**src/rtl/rx_nrzi_unstuff.sv**
```systemverilog
// rtl/rx_nrzi_unstuff.sv - USB RX NRZI decoder with bit-unstuffing and LSB-first byte assembly
// Decodes one D+ sample per strobe, drops stuff bits and flags stuffing and alignment errors.
module rx_nrzi_unstuff #(
  parameter int   STUFF_LEN  = 6,
  parameter logic IDLE_LEVEL = 1'b1
) (
  input  logic       i_clk,
  input  logic       i_rst,
  input  logic       i_d_plus_sync,
  input  logic       i_shift_enable,
  input  logic       i_rcv_active,
  input  logic       i_eop_detected,
  output logic       o_d_orig,
  output logic       o_invalid_bit,
  output logic [7:0] o_rx_byte,
  output logic       o_byte_valid,
  output logic       o_stuff_error,
  output logic       o_align_error
);

  localparam logic [2:0] LP_ONES_LAST = 3'(STUFF_LEN - 1);

  logic       r_prev_line;
  logic [2:0] r_ones_cnt;
  logic [2:0] r_bit_cnt;
  logic       r_stuff_pending;
  logic [7:0] r_shreg;
  logic       r_d_orig;
  logic [7:0] r_rx_byte;
  logic       r_byte_valid;
  logic       r_stuff_error;
  logic       r_align_error;

  logic       w_decoded;
  logic [7:0] w_next_shreg;

  // A line level equal to the previous one decodes as 1, a transition as 0.
  assign w_decoded    = ~(i_d_plus_sync ^ r_prev_line);
  assign w_next_shreg = {w_decoded, r_shreg[7:1]};

  assign o_invalid_bit = r_stuff_pending & i_shift_enable;
  assign o_d_orig      = r_d_orig;
  assign o_rx_byte     = r_rx_byte;
  assign o_byte_valid  = r_byte_valid;
  assign o_stuff_error = r_stuff_error;
  assign o_align_error = r_align_error;

  always_ff @(posedge i_clk) begin
    if (i_rst) begin
      r_prev_line     <= IDLE_LEVEL;
      r_ones_cnt      <= 3'd0;
      r_bit_cnt       <= 3'd0;
      r_stuff_pending <= 1'b0;
      r_shreg         <= 8'h00;
      r_d_orig        <= 1'b1;
      r_rx_byte       <= 8'h00;
      r_byte_valid    <= 1'b0;
      r_stuff_error   <= 1'b0;
      r_align_error   <= 1'b0;
    end else begin
      r_byte_valid  <= 1'b0;
      r_stuff_error <= 1'b0;
      r_align_error <= 1'b0;

      if (i_eop_detected) begin
        r_prev_line     <= IDLE_LEVEL;
        r_ones_cnt      <= 3'd0;
        r_bit_cnt       <= 3'd0;
        r_stuff_pending <= 1'b0;
        r_align_error   <= (r_bit_cnt != 3'd0);
      end else if (!i_rcv_active) begin
        r_prev_line     <= IDLE_LEVEL;
        r_ones_cnt      <= 3'd0;
        r_bit_cnt       <= 3'd0;
        r_stuff_pending <= 1'b0;
      end else if (i_shift_enable) begin
        r_prev_line <= i_d_plus_sync;
        r_d_orig    <= w_decoded;

        if (r_stuff_pending) begin
          // Stuff bit: discarded; it must have been a transition (decoded 0).
          r_stuff_pending <= 1'b0;
          r_ones_cnt      <= 3'd0;
          r_stuff_error   <= w_decoded;
        end else begin
          r_shreg   <= w_next_shreg;
          r_bit_cnt <= r_bit_cnt + 3'd1;

          if (w_decoded) begin
            if (r_ones_cnt == LP_ONES_LAST) begin
              r_stuff_pending <= 1'b1;
              r_ones_cnt      <= 3'd0;
            end else begin
              r_ones_cnt <= r_ones_cnt + 3'd1;
            end
          end else begin
            r_ones_cnt <= 3'd0;
          end

          if (r_bit_cnt == 3'd7) begin
            r_rx_byte    <= w_next_shreg;
            r_byte_valid <= 1'b1;
          end
        end
      end
    end
  end

endmodule

```
**config.mk**
```make
export PLATFORM = sky130hd
export DESIGN_NAME = rx_nrzi_unstuff
export DESIGN_NICKNAME = d
export VERILOG_FILES = /design/src/rtl/rx_nrzi_unstuff.sv
export SDC_FILE = /design/constraint.sdc
export NUM_CORES = 1
export LEC_CHECK = 0
export ABC_AREA = 1
export CORE_MARGIN = 2
export CORE_UTILIZATION = 50
export DETAILED_ROUTE_END_ITERATION = 8
export PLACE_DENSITY_LB_ADDON = 0.3
export SLEW_MARGIN = 20
export SYNTH_ARGS = -nofsm -noshare
export SYNTH_HDL_FRONTEND = slang
export SYNTH_SLANG_ARGS = --single-unit
```
**constraint.sdc**
```tcl
create_clock -name i_clk -period 1.6 [get_ports i_clk]
set_input_delay 0.4 -clock i_clk [delete_from_list [all_inputs] [get_ports i_clk]]
set_output_delay 0.4 -clock i_clk [all_outputs]
set_load 0.05 [all_outputs]
```
==> impl_metrics.yaml <==
yosys:
  syn_area_per_cell_um2: 7.761
  synthesis.nets: 147
  synth-edff-count: 0
  ys_async_sr_fraction_pct: 0
  synth_common_cells: "nand2_1 (30), dfxtp_1 (27), nor2_1 (20)"
  yosys_warnings: 0
  synth_top_area_share_pct: 50.47
  synth_top_area_cell: "dfxtp_1"
  ys_types: 16
  synthFlopType: "dfxtp_1"
  synth_cells: 138
  synth_seq_area_share_pct: 50.47
  ys_seq_elements: 27
  synth_area_leaders: "dfxtp_1 (50%), nand2_1 (11%), nor2_1 (7.0%)"
  synth_most_common_cell: "nand2_1"
  synth_area_um2: 1071
floorplanning:
  fp.dieArea_um2: 2528
  dieHeight_um: 50.28
  ios: 19
  design.core.area_um2: 1982
  start_util_pct: 54.04
  die_x_um: 50.28
  rows: 16
clocking:
  clkLatencyLatePin_ps: 340
  cts_resized: 2
  clockBufferDepth: 2
  cts_hold_buf: 0
  clkSinkCount: 27
  cts_setup_buffers: 0
  cts_max_level: 1
  clock-root-buffer: "clkbuf_4"
  cts_buffers: 3
  cts_tree: "yes"
  cts.clk_slew.worst_paths_ps: 150
worst_setup_path:
  r2r_end: "o_rx_byte[3]"
  cp_max_fo: 4
  cp_top_family: "flip-flops"
  cpPeakStageDelay_ps: 410
  critPathKind: "flop to output port"
  end_kind: "output port"
  rr_worst_depth: 6
  reg2reg_from: "r_bit_cnt[0]"
  crit_required_ps: 1200
  arrival_ps: 1040
  path_buf_inv: 2
  timing.reg2reg.setup_slack_ps: 380
  cp_slowest_cell: "dfxtp_1"
  crit_chain: "nand2_1 > inv_2 > buf_12"
  start_kind: "flop"
global_routing:
  track_usage_pct: 20.62
  antenna_found_initial: 0
  gr-total-overflow: 0
  grt_pass1_vias: 868
  grt_max_degree: 17
  grt_pass1_wl_um: 3864
placement:
  portBuffers: 18
  gp_congestion: 0.7736
  place_area_um2: 1425
  place_ws_ps: -95.14
  detailed_place_hpwl_um: 1557
sta:
  layout_min_cycle_time_ps: 1442
  setup_slack_ps: 158.3
  hold_ws_ps: 468.2
  rsz0062_at_grt: "false"
  fmax_ghz: 0.6936
  max_slew_margin_pct: 81.55
  hold_violations: 0
  max_slew.worst_pin.slew_ps: 276.4
  maxSlewViolCount: 0
  min_period_over_period_pct: 90.11
  finalSetupViolations: 0
  fin_worst_skew_ps: 9.865
cells_and_area:
  n_antenna_cell: 0
  utilization_pct: 73.36
  nets: 171
  final_area_um2: 1454
  area_delta_synth_final_pct: 35.75
  drive_above_1_share_pct: 16.77
power_and_ir_drop:
  power.internal_uw: 819.5
  p_comb_share_pct: 8.7
  p_sw_share_pct: 25.24
  power_leakage_nw: 0.6503
  p_clk_share_pct: 27.9
  switchingPower_uw: 276.6
  power.total_mw: 1.096
  power_frac_seq_pct: 63.4
  ir_drop_uv: 675.6
  p_per_area_nw_per_um2: 753.9
min_path:
  min_to: "o_rx_byte[1]"
  min_path_type: "flop to flop"
  hold_start: "r_shreg[2]"
  holdPathStages: 2
detailed_routing:
  finalWirelength_um: 2085
  first_pass_iters: 4
  route.vias.total: 929
  drcViolationCount: 0
  vias_per_cell: 4.941
  wl_per_cell_um: 11.09
  drt-initial-drc-count: 5
  drtAntennaViolNets: 0
outcome:
  outcome: "finished, final reports clean"
run:
  max_cap_viol_count: 0
flip-flops by register name (all words and copies together), names as in the netlist, 3 cells and up:
signal and cells:
o_rx_byte 8, r_bit_cnt 3, r_ones_cnt 3, r_shreg 7
stage by stage:
step           cells  TNS, ps
3_3_place_gp     184   -286.4
4_1_cts          188        0
5_1_grt          188        0
2_1_floorplan    138        0
6_report         188        0
3_5_place_dp     184   -805.3
final cells by class:
class / instances / area, um^2
Timing Repair Buffer: 20 / 324.1
Inverter: 17 / 63.81
Fill cell: 146 / 528.0
Tap cell: 27 / 33.78
Clock buffer: 3 / 22.52
Clock inverter: 1 / 7.507
Multi-Input combinational cell: 93 / 461.7
Sequential cell: 27 / 540.5
kinds of logic (layout without fill, tap and decap cells):
logic type | count (synthesis) | after routing | synth area share [%]
buffers and inverters | 18 | 41 | 6.425
AOI/OAI and AO/OA | 23 | 23 | 11.22
DFF | 27 | 27 | 50.47
and+or+nand+nor | 67 | 67 | 28.39
adders and majority gates | 3 | 3 | 3.505
tightest hold or removal path, delay by kind of cell, from the launching register on:
| family | cells | cell delay, ps |
|---|---|---|
| flip-flops | 1 | 350 |
| AND/OR/NAND/NOR | 2 | 100 |
layer usage:
| layer | track usage [%] | up-vias | part of all wire [%] |
|---|---|---|---|
| li1 | - | 488 | - |
| met1 | 22.41 | 420 | 41 |
| met2 | 37.50 | 17 | 53 |
| met3 | 6.250 | 4 | 4.1 |
| met4 | 6.944 | 0 | 1.3 |
| met5 | 0 | - | 0 |
power by group through the flow:
stage / Sequential (mW) / Combinational, mW / Clock [mW]
after global placement: 0.709 / 0.0907 / 0
after floorplan: 0.714 / 0.0490 / 0
after detailed placement: 0.710 / 0.0956 / 0
after global routing: 0.698 / 0.107 / 0.345
final: 0.695 / 0.0952 / 0.306
after CTS: 0.696 / 0.0954 / 0.311
how the worst max path moves through the flow:
stage / slack (ps) / end / depth (start not counted) / start
floorplan: 450 / o_invalid_bit / 2 / i_shift_enable
global placement: -50 / o_invalid_bit / 4 / i_shift_enable
detailed placement: -100 / r_shreg[6] / 7 / i_shift_enable
CTS: 150 / o_invalid_bit / 3 / r_stuff_pending
global route: 90 / o_invalid_bit / 3 / r_stuff_pending
finish: 160 / o_invalid_bit / 3 / r_stuff_pending
placed cells by master, fill, tap and decap left out:
cell type,netlist,routed
nand3_4,1,1
nand2_2,1,1
clkbuf_4,0,3
nor2_1,20,20
nor2_8,1,1
inv_2,2,3
o21ai_0,14,14
clkinvlp_4,0,1
a211oi_1,1,1
buf_12,0,13
buf_4,0,2
nor2_2,2,2
ha_1,3,3
clkdlybuf4s50_1,0,4
a21oi_1,7,7
nand3_1,12,12
inv_1,15,14
dlygate4sd2_1,0,1
dfxtp_1,27,27
o211ai_1,1,1
nand2_1,30,30
Note: power is estimated with default switching activity, not from simulation.
